## src/rtl/div_pkg.sv

```systemverilog
// ---------------------------------------------------------------------------
// div_pkg
// Shared definitions for the 16-bit divider and its BCD result stage.
//   div_state_e : IDLE / SHIFT / DONE states of the BCD conversion sequencer
//   DIV_WIDTH   : binary width of the divider quotient/remainder
//   BCD_DIGITS  : number of BCD digits needed to show a DIV_WIDTH-bit value
//   add3        : double-dabble digit adjust (add 3 to a digit of 5 or more)
//   pow10       : constant helper used for elaboration-time range checks
// ---------------------------------------------------------------------------
package div_pkg;

    typedef enum logic [1:0] {
        IDLE  = 2'd0,
        SHIFT = 2'd1,
        DONE  = 2'd2
    } div_state_e;

    localparam int DIV_WIDTH  = 16;
    localparam int BCD_DIGITS = 5;

    // A digit of 5..9 becomes 8..12 so the following shift carries into the
    // next digit; the result never exceeds 4 bits.
    function automatic logic [3:0] add3(input logic [3:0] digit);
        return (digit >= 4'd5) ? digit + 4'd3 : digit;
    endfunction

    function automatic longint unsigned pow10(input int n);
        longint unsigned p;
        p = 1;
        for (int i = 0; i < n; i++) begin
            p = p * 10;
        end
        return p;
    endfunction

endpackage

```

## src/rtl/bcd_dabble_core.sv

```systemverilog
// ---------------------------------------------------------------------------
// bcd_dabble_core
// One channel of a sequential double-dabble binary-to-BCD converter.
// Holds a binary shift register and a BCD accumulator; one bit per shift.
//   clk, rst_n  : clock, synchronous active-low reset
//   load        : capture bin_in and clear the BCD accumulator
//   shift       : perform one adjust-and-shift step
//   bin_in      : binary value to convert
//   bcd_next    : accumulator value after this cycle's operation
//   ndig_next   : significant digit count of bcd_next (1 for zero)
// The "next" outputs let the sequencer capture the final result on the same
// edge as the last shift, so the result is ready on entry to DONE.
// ---------------------------------------------------------------------------
module bcd_dabble_core
    import div_pkg::*;
#(
    parameter int WIDTH  = DIV_WIDTH,
    parameter int DIGITS = BCD_DIGITS
) (
    input  logic                  clk,
    input  logic                  rst_n,
    input  logic                  load,
    input  logic                  shift,
    input  logic [WIDTH-1:0]      bin_in,
    output logic [4*DIGITS-1:0]   bcd_next,
    output logic [2:0]            ndig_next
);

    logic [WIDTH-1:0]          bin_q,  bin_d;
    logic [4*DIGITS-1:0]       bcd_q,  bcd_d;
    logic [4*DIGITS-1:0]       bcd_adj;
    logic [4*DIGITS+WIDTH-1:0] shifted;

    always_comb begin
        bin_d   = bin_q;
        bcd_d   = bcd_q;
        bcd_adj = '0;
        shifted = '0;
        for (int i = 0; i < DIGITS; i++) begin
            bcd_adj[4*i +: 4] = add3(bcd_q[4*i +: 4]);
        end
        shifted = {bcd_adj, bin_q} << 1;
        if (load) begin
            bin_d = bin_in;
            bcd_d = '0;
        end else if (shift) begin
            bin_d = shifted[WIDTH-1:0];
            bcd_d = shifted[4*DIGITS+WIDTH-1:WIDTH];
        end
    end

    // Highest nonzero digit index + 1; an all-zero value still shows one digit.
    always_comb begin
        ndig_next = 3'd1;
        for (int i = 0; i < DIGITS; i++) begin
            if (bcd_d[4*i +: 4] != 4'd0) begin
                ndig_next = 3'(i + 1);
            end
        end
    end

    assign bcd_next = bcd_d;

    always_ff @(posedge clk) begin
        if (!rst_n) begin
            bin_q <= '0;
            bcd_q <= '0;
        end else begin
            bin_q <= bin_d;
            bcd_q <= bcd_d;
        end
    end

endmodule

```

## src/rtl/div_result_bcd.sv

```systemverilog
// ---------------------------------------------------------------------------
// div_result_bcd
// Converts the divider's quotient and remainder to packed BCD in lock-step,
// one bit per clock, with valid/ready handshakes on input and output.
//   clk, rst_n            : clock, synchronous active-low reset
//   in_valid / in_ready   : input handshake (ready only in IDLE)
//   quotient, remainder   : binary inputs, WIDTH bits
//   out_valid / out_ready : output handshake (valid only in DONE)
//   q_bcd, r_bcd          : packed BCD results, digit 0 in [3:0]
//   q_ndig, r_ndig        : significant digit counts, 1..DIGITS
// Results are registered on entry to DONE and held until the next result.
// ---------------------------------------------------------------------------
module div_result_bcd
    import div_pkg::*;
#(
    parameter int WIDTH  = DIV_WIDTH,
    parameter int DIGITS = BCD_DIGITS
) (
    input  logic                  clk,
    input  logic                  rst_n,
    input  logic                  in_valid,
    output logic                  in_ready,
    input  logic [WIDTH-1:0]      quotient,
    input  logic [WIDTH-1:0]      remainder,
    output logic                  out_valid,
    input  logic                  out_ready,
    output logic [4*DIGITS-1:0]   q_bcd,
    output logic [4*DIGITS-1:0]   r_bcd,
    output logic [2:0]            q_ndig,
    output logic [2:0]            r_ndig
);

    localparam int CNT_W = $clog2(WIDTH + 1);
    localparam longint unsigned MAX_BIN = (64'd1 << WIDTH) - 64'd1;

    // The largest binary input must be representable in DIGITS digits, and
    // the digit count must fit the 3-bit ndig outputs.
    if (pow10(DIGITS) <= MAX_BIN) begin : g_digits_too_small
        $error("div_result_bcd: DIGITS too small for WIDTH");
    end
    if (DIGITS > 7) begin : g_digits_too_large
        $error("div_result_bcd: DIGITS exceeds ndig range");
    end

    div_state_e            state_q, state_d;
    logic [CNT_W-1:0]      cnt_q, cnt_d;
    logic [4*DIGITS-1:0]   q_bcd_q, q_bcd_d;
    logic [4*DIGITS-1:0]   r_bcd_q, r_bcd_d;
    logic [2:0]            q_ndig_q, q_ndig_d;
    logic [2:0]            r_ndig_q, r_ndig_d;

    logic                  load;
    logic                  shift;
    logic                  last_shift;
    logic [4*DIGITS-1:0]   q_bcd_next, r_bcd_next;
    logic [2:0]            q_ndig_next, r_ndig_next;

    assign last_shift = (state_q == SHIFT) && (cnt_q == CNT_W'(WIDTH - 1));

    // State register
    always_ff @(posedge clk) begin
        if (!rst_n) begin
            state_q <= IDLE;
        end else begin
            state_q <= state_d;
        end
    end

    // Next-state logic; DONE always returns through IDLE before a new accept.
    always_comb begin
        state_d = state_q;
        case (state_q)
            IDLE:    if (in_valid) state_d = SHIFT;
            SHIFT:   if (last_shift) state_d = DONE;
            DONE:    if (out_ready) state_d = IDLE;
            default: state_d = IDLE;
        endcase
    end

    // FSM outputs
    always_comb begin
        in_ready  = 1'b0;
        out_valid = 1'b0;
        load      = 1'b0;
        shift     = 1'b0;
        case (state_q)
            IDLE: begin
                in_ready = 1'b1;
                load     = in_valid;
            end
            SHIFT:   shift     = 1'b1;
            DONE:    out_valid = 1'b1;
            default: ;
        endcase
    end

    // Bit counter and result capture on the final shift
    always_comb begin
        cnt_d    = cnt_q;
        q_bcd_d  = q_bcd_q;
        r_bcd_d  = r_bcd_q;
        q_ndig_d = q_ndig_q;
        r_ndig_d = r_ndig_q;
        if (load) begin
            cnt_d = '0;
        end else if (shift) begin
            cnt_d = cnt_q + CNT_W'(1);
        end
        if (last_shift) begin
            q_bcd_d  = q_bcd_next;
            r_bcd_d  = r_bcd_next;
            q_ndig_d = q_ndig_next;
            r_ndig_d = r_ndig_next;
        end
    end

    always_ff @(posedge clk) begin
        if (!rst_n) begin
            cnt_q    <= '0;
            q_bcd_q  <= '0;
            r_bcd_q  <= '0;
            q_ndig_q <= 3'd1;
            r_ndig_q <= 3'd1;
        end else begin
            cnt_q    <= cnt_d;
            q_bcd_q  <= q_bcd_d;
            r_bcd_q  <= r_bcd_d;
            q_ndig_q <= q_ndig_d;
            r_ndig_q <= r_ndig_d;
        end
    end

    bcd_dabble_core #(.WIDTH(WIDTH), .DIGITS(DIGITS)) u_q_core (
        .clk       (clk),
        .rst_n     (rst_n),
        .load      (load),
        .shift     (shift),
        .bin_in    (quotient),
        .bcd_next  (q_bcd_next),
        .ndig_next (q_ndig_next)
    );

    bcd_dabble_core #(.WIDTH(WIDTH), .DIGITS(DIGITS)) u_r_core (
        .clk       (clk),
        .rst_n     (rst_n),
        .load      (load),
        .shift     (shift),
        .bin_in    (remainder),
        .bcd_next  (r_bcd_next),
        .ndig_next (r_ndig_next)
    );

    assign q_bcd  = q_bcd_q;
    assign r_bcd  = r_bcd_q;
    assign q_ndig = q_ndig_q;
    assign r_ndig = r_ndig_q;

endmodule

```

## config.mk

```make
export PLATFORM = sky130hd
export DESIGN_NAME = div_result_bcd
export DESIGN_NICKNAME = d
export VERILOG_FILES = /design/src/rtl/div_pkg.sv /design/src/rtl/bcd_dabble_core.sv /design/src/rtl/div_result_bcd.sv
export SDC_FILE = /design/constraint.sdc
export NUM_CORES = 1
export LEC_CHECK = 0
export CORE_MARGIN = 2
export CORE_UTILIZATION = 45
export CTS_CLUSTER_DIAMETER = 100
export DETAILED_ROUTE_END_ITERATION = 10
export GPL_TIMING_DRIVEN = 1
export PLACE_DENSITY = 0.76
export SLEW_MARGIN = 20
export SYNTH_ARGS = -nofsm -noshare
export SYNTH_HDL_FRONTEND = slang
export SYNTH_SLANG_ARGS = --single-unit
```

## constraint.sdc

```tcl
create_clock -name clk -period 2 [get_ports clk]
set_input_delay 0.4 -clock clk [delete_from_list [all_inputs] [get_ports clk]]
set_output_delay 0.4 -clock clk [all_outputs]
set_load 0.01 [all_outputs]
```

* Yosys cells after proc, flatten, opt, wreduce, memory -nomap -nowiden
Index checks and enable logic that the tools add are counted.
** Storage, ports and cells
- Word-level logic and storage cells :: 85
- Bits in registers :: 125
** Cells by class
- Reduce and logical (&&, ||, !) cells :: 13
- Eq/ne operators :: 6
- Muxes and demuxes :: 34
- Order comparisons :: 10
- Bitwise logic cells :: 1
- Add/subtract/negate cells :: 11
** Operators with widths (number)
- $mux 20 :: 4
- $mux 16 :: 4
- $ge 4x3->1 const B :: 10
- $add 4x2->4 const B :: 8
- $mux 4 :: 8
- $reduce_bool 4->1 :: 8
- $mux 3 :: 6
- $mux 2 :: 7
- $add 3x2->3 const B :: 2
- $ne 2x2->1 const B :: 3
- $pmux 2 s3 :: 1
- $add 5x1->5 const B :: 1
- $eq 5x4->1 const B :: 1
- $mux 1 :: 4
- $reduce_and 3->1 :: 1
- $eq 2x1->1 const B :: 1
- $eq 2x2->1 const B :: 1
- $logic_not 2->1 :: 1
- $reduce_bool 2->1 :: 1
- $reduce_or 2->1 :: 1
- $logic_and 1x1->1 :: 1
- $not 1->1 :: 1

* Depth between registers and ports, before layout
- Depth after elaboration :: 9
- Gate-level depth with buffers :: 9

* Modules after synthesis
Synthesis repeated with hierarchy kept, for this count alone.
** Unflattened totals
- Cell total of the unflattened synthesis :: 799
- Area, all modules :: 6919.1 µm²
** By module, submodules not included
- div_result_bcd :: times used 1, seq. area each 1061.0 µm², cells an instance 242, area each 2368.5 µm²
- bcd_dabble_core at u_q_core :: times used 1, seq. area each 720.7 µm², cells an instance 281, area each 2297.2 µm²
- bcd_dabble_core at u_r_core :: times used 1, seq. area each 720.7 µm², cells an instance 276, area each 2253.4 µm²

* Worst setup path after synthesis
OpenSTA, ideal clock, no wires.
- Kind :: reg2reg
- From :: register u_q_core.bcd_q[13]
- To :: register q_ndig_q[1], in the netlist q_ndig[1]
- Path slack :: 0.012 ns
- Data required time :: 1.881 ns
- Stages on the path, launching flop included :: 9
- Arrival :: 1.870 ns
- Clock period less this slack :: 1.988 ns
- Setup time :: 0.119 ns
- Cells stage by stage :: dfxtp_1 > inv_1 > ha_1 > nand2b_1 > a21oi_1 > mux2_2 > o21ai_0 > nor3_2 > o221a_1
** On the way
- Cells in the longest elaborated chain, start to end :: 7
- Elaborated cells on any way between the ends :: 9
- Classes of those cells :: 1 x add/sub; 1 x order compare; 5 x mux; 2 x reduce/logical
** RTL lines
- start: declaration :: RTL line bcd_dabble_core.sv:30 : logic [4*DIGITS-1:0] bcd_q, bcd_d;
- start signal: assignment :: RTL line bcd_dabble_core.sv:67 : bcd_q <= '0;
- start signal: assignment :: RTL line bcd_dabble_core.sv:70 : bcd_q <= bcd_d;
- $add 4x2->4 / $ge 4x3->1 (equally long branches) :: RTL line div_pkg.sv:24 : return (digit >= 4'd5) ? digit + 4'd3 : digit;
- $mux 4 :: RTL line div_pkg.sv:24
- $mux 20 (*) :: RTL line bcd_dabble_core.sv:46 : end else if (shift) begin
- $mux 20 (*) :: RTL line bcd_dabble_core.sv:43 : if (load) begin
- $reduce_bool 4->1 :: RTL line bcd_dabble_core.sv:56 : if (bcd_d[4*i +: 4] != 4'd0) begin
- $mux 3 :: RTL line bcd_dabble_core.sv:56
- $mux 3 (*) :: RTL line bcd_dabble_core.sv:56
- end signal: assignment :: RTL line div_result_bcd.sv:128 : q_ndig_q <= q_ndig_d;
- end: declaration :: RTL line div_result_bcd.sv:49 : logic [2:0] q_ndig_q, q_ndig_d;
Mark *: on every way between the ends. The rest lies on a longest branch, timed or not.
A chain may end at the register's enable or synchronous reset.

* Final worst setup path
- From :: register u_q_core.bcd_q[16]
- To :: register q_ndig_q[1], in the netlist q_ndig[1]
** On the way
- Cells in the longest elaborated chain, start to end :: 6
- Elaborated cells on any way between the ends :: 7
- Classes of those cells :: 1 x add/sub; 1 x order compare; 4 x mux; 1 x reduce/logical
** RTL lines (RTL line)
- $ge 4x3->1 / $add 3x2->3 (equally long branches) :: div_pkg.sv:24
- $mux 3 :: div_pkg.sv:24
- $mux 20 (*) :: bcd_dabble_core.sv:46
- $mux 20 (*) :: bcd_dabble_core.sv:43
- $reduce_bool 4->1 (*) :: bcd_dabble_core.sv:56
- $mux 3 (*) :: bcd_dabble_core.sv:56
Marked as above.

==> reports/qor.csv <==
metric,value,unit
"most common cell after layout, fill and taps aside",dfxtp_1,
Residual DRC,0,
Unique masters post-synth,64,
crit path kind,flop to flop,
Post-Route WL,17400,um
data required time at the worst endpoint,2.37,ns
crit-path max FO,4,
total I/O pin count,84,
synth warn,0,
nets@finish,904,
final worst slack,-0.0527,ns
Synth-to-Final Area Change,40.2,%
Worst EP arrival,2.42,ns
Worst setup EP type,flop,
CTS buffer count,17,
HP Start,r_bcd[3]$_SDFFE_PN0P_,
R2R setup slack,-0.05,ns
switching power,0.00155,W
DRT antenna net count,0,
cell area after synthesis,5970,sq um
number of global-route vias before repair,5507,
synth top area cells,"dfxtp_1, a21oi_1, nor2_1",
global-route wire length before repair,26400,um
"commonest cells after routing, fill and taps aside","dfxtp_1, nor2_1, clkdlybuf4s50_1, a21oi_1, buf_4",
routed via count,6018,
max-cap violation count,0,
Slew Limit Headroom,62.5,%
htree depth,4,
port bufs,83,
DIE HEIGHT,119,um
failing checks,negative setup slack,
hold slack,0.451,ns
Finish-stage setup viols,1,
RePlAce Congestion,0.901,
ratio of cells with drive above 1 in the final layout,20.6,%
maximum VDD drop,0.000467,V
Clock Path Buffers,2,
largest net degree at the start of global routing,62,
leading area contributor after synthesis,dfxtp_1,
pre-CTS setup slack,-0.379,ns
chip width,119,um
sequential share of the synthesized area,41.9,%
placed cells,991,
Gate power share,9.9,%
starting density of the core,45.6,%
row count,42,
core area,13100,sq um
pins over their slew limit,0,
syn nets,780,
FMAX,0.487,GHz
Iter 0 DRT Violations,432,
post-route insts no fill,1035,
Setup TNS,-0.0527,ns
Avg Inst Size Synth,8.27,sq um
status,"complete, but fails checks",
Leakage,3.09,nW
worst skew pair latency,0.43,ns
Tot GR Track Use,23.3,%
CTS tree,yes,
fin crit share,103,%
Sw Share,23.6,%
drt first pass iters,5,
Critical path origin,u_q_core.bcd_q[16]$_SDFF_PN0_,
initial antenna violation count,0,
CTS sink cnt,125,
P_int,0.00503,W
clock slew at reported path FFs,0.06,ns
Clock Power Share,50.0,%
crit start category,flop,
Synth Flop Type,dfxtp_1,
FF-to-FF Start,u_q_core.bcd_q[16]$_SDFF_PN0_,
DR WL/cell,16.8,um
"FFs w/ async S/R, synth",0,%
Die ar.,14200,sq um
worst slew pin tran,0.557,ns
final hold vios,0,
sequential share of power,40.1,%
cell count after synthesis,722,
CTS root buf,clkbuf_16,
Inserted Diodes,0,
"EDFF count, synth",0,
Hold WC Path Type,flop to flop,
Vias/cell,5.81,
RSZ-0062 raised after global routing,true,
GR Overflow Total,0,
detailed-placement wirelength estimate,11200,um
clk_skew,0.00861,ns
share of the synthesized area in the top cell type,41.9,%
Cell Pwr Density,786,nW/um^2
Final min period,2.05,ns
Util after Layout,63.9,%
"flops & latches, synth",125,
-- layer usage --
layer	wire length [um]	track usage [%]
met5	0	0
met2	8320	37.9
met3	1200	7.18
met4	434	8.33
met1	7420	29.0
-- through the flow --
stage          total power, W  instance area, sq um
3_3_place_gp          0.00325                  7310
3_5_place_dp          0.00328                  7310
5_1_grt               0.00680                  8370
4_1_cts               0.00655                  8020
2_1_floorplan         0.00303                  5970
6_report              0.00658                  8370
-- worst max-delay path: stages, from the launching register on --
cell       delay [ns]
dfxtp_2          0.34
inv_1            0.11
ha_1             0.25
nor2_1           0.08
and3_1           0.24
a2111oi_2        0.32
nand4_1          0.24
nor3_4           0.18
o221a_1          0.22
-- area by class of cell --
type                            instances  area [sq um]
Timing Repair Buffer                  159          1500
Clock buffer                           23           508
Fill cell                            1000          4720
Clock inverter                          9           131
Multi-Input combinational cell        517          3390
Inverter                               26          97.6
Sequential cell                       125          2520
Tap cell                              176           220
-- final timing paths --
check                            to  cells after the start
max          q_ndig[1]$_SDFFE_PN0P_                      8
min           r_bcd[3]$_SDFFE_PN0P_                      2
max reg2reg  q_ndig[1]$_SDFFE_PN0P_                      8
min reg2reg   r_bcd[3]$_SDFFE_PN0P_                      2
-- cells by family after synthesis --
logic type	synth area share (%)
xor+xnor	1.32
compound gates	26.5
simple gates	18.5
fa+ha+maj	4.61
mux	1.24
buf+inv	5.91
flops	41.9
-- synthesized netlist by cell type, types with 3 or more instances --
| cell type | number |
|---|---|
| buf_2 | 11 |
| a2111o_1 | 3 |
| a21o_1 | 4 |
| buf_6 | 5 |
| a211oi_1 | 22 |
| o22ai_1 | 30 |
| and3_1 | 9 |
| nand2_1 | 66 |
| mux2_2 | 3 |
| o2111ai_1 | 4 |
| or3_1 | 4 |
| ha_1 | 22 |
| a21oi_1 | 82 |
| o221ai_1 | 30 |
| inv_1 | 25 |
| nor3b_1 | 3 |
| o31ai_1 | 3 |
| and2_1 | 9 |
| nand2b_1 | 14 |
| o21ai_0 | 32 |
| xnor2_1 | 7 |
| nor3_1 | 9 |
| nand3_1 | 11 |
| a31oi_1 | 5 |
| nor2b_1 | 7 |
| a22oi_1 | 4 |
| mux2i_1 | 4 |
| clkbuf_1 | 34 |
| buf_1 | 3 |
| nor2_1 | 90 |
| dfxtp_1 | 125 |
-- state kept, by name, indices dropped and copies added (netlist names) --
register	flops
q_bcd	20
r_bcd	20
u_q_core.bcd_q	20
u_r_core.bcd_q	20
u_q_core.bin_q	16
u_r_core.bin_q	16
cnt_q	5
q_ndig	3
r_ndig	3
state_q	2
-- power groups by stage --
stage,sequential [W],combinational [W],clock (W)
2_1_floorplan,0.00267,0.000359,0
3_3_place_gp,0.00268,0.000570,0
3_5_place_dp,0.00269,0.000593,0
4_1_cts,0.00263,0.000602,0.00331
5_1_grt,0.00264,0.000704,0.00345
6_report,0.00264,0.000653,0.00329
-- repair_timing --
action / CTS / global route
hold buffers: 0 / 0
setup buffers: 1 / 10
cloned: 1 / 0
pin swaps: 3 / 20
resized for setup: 14 / 64
endpoints found under the setup margin: 8 / 22
Power figures use the tool's default switching activity.
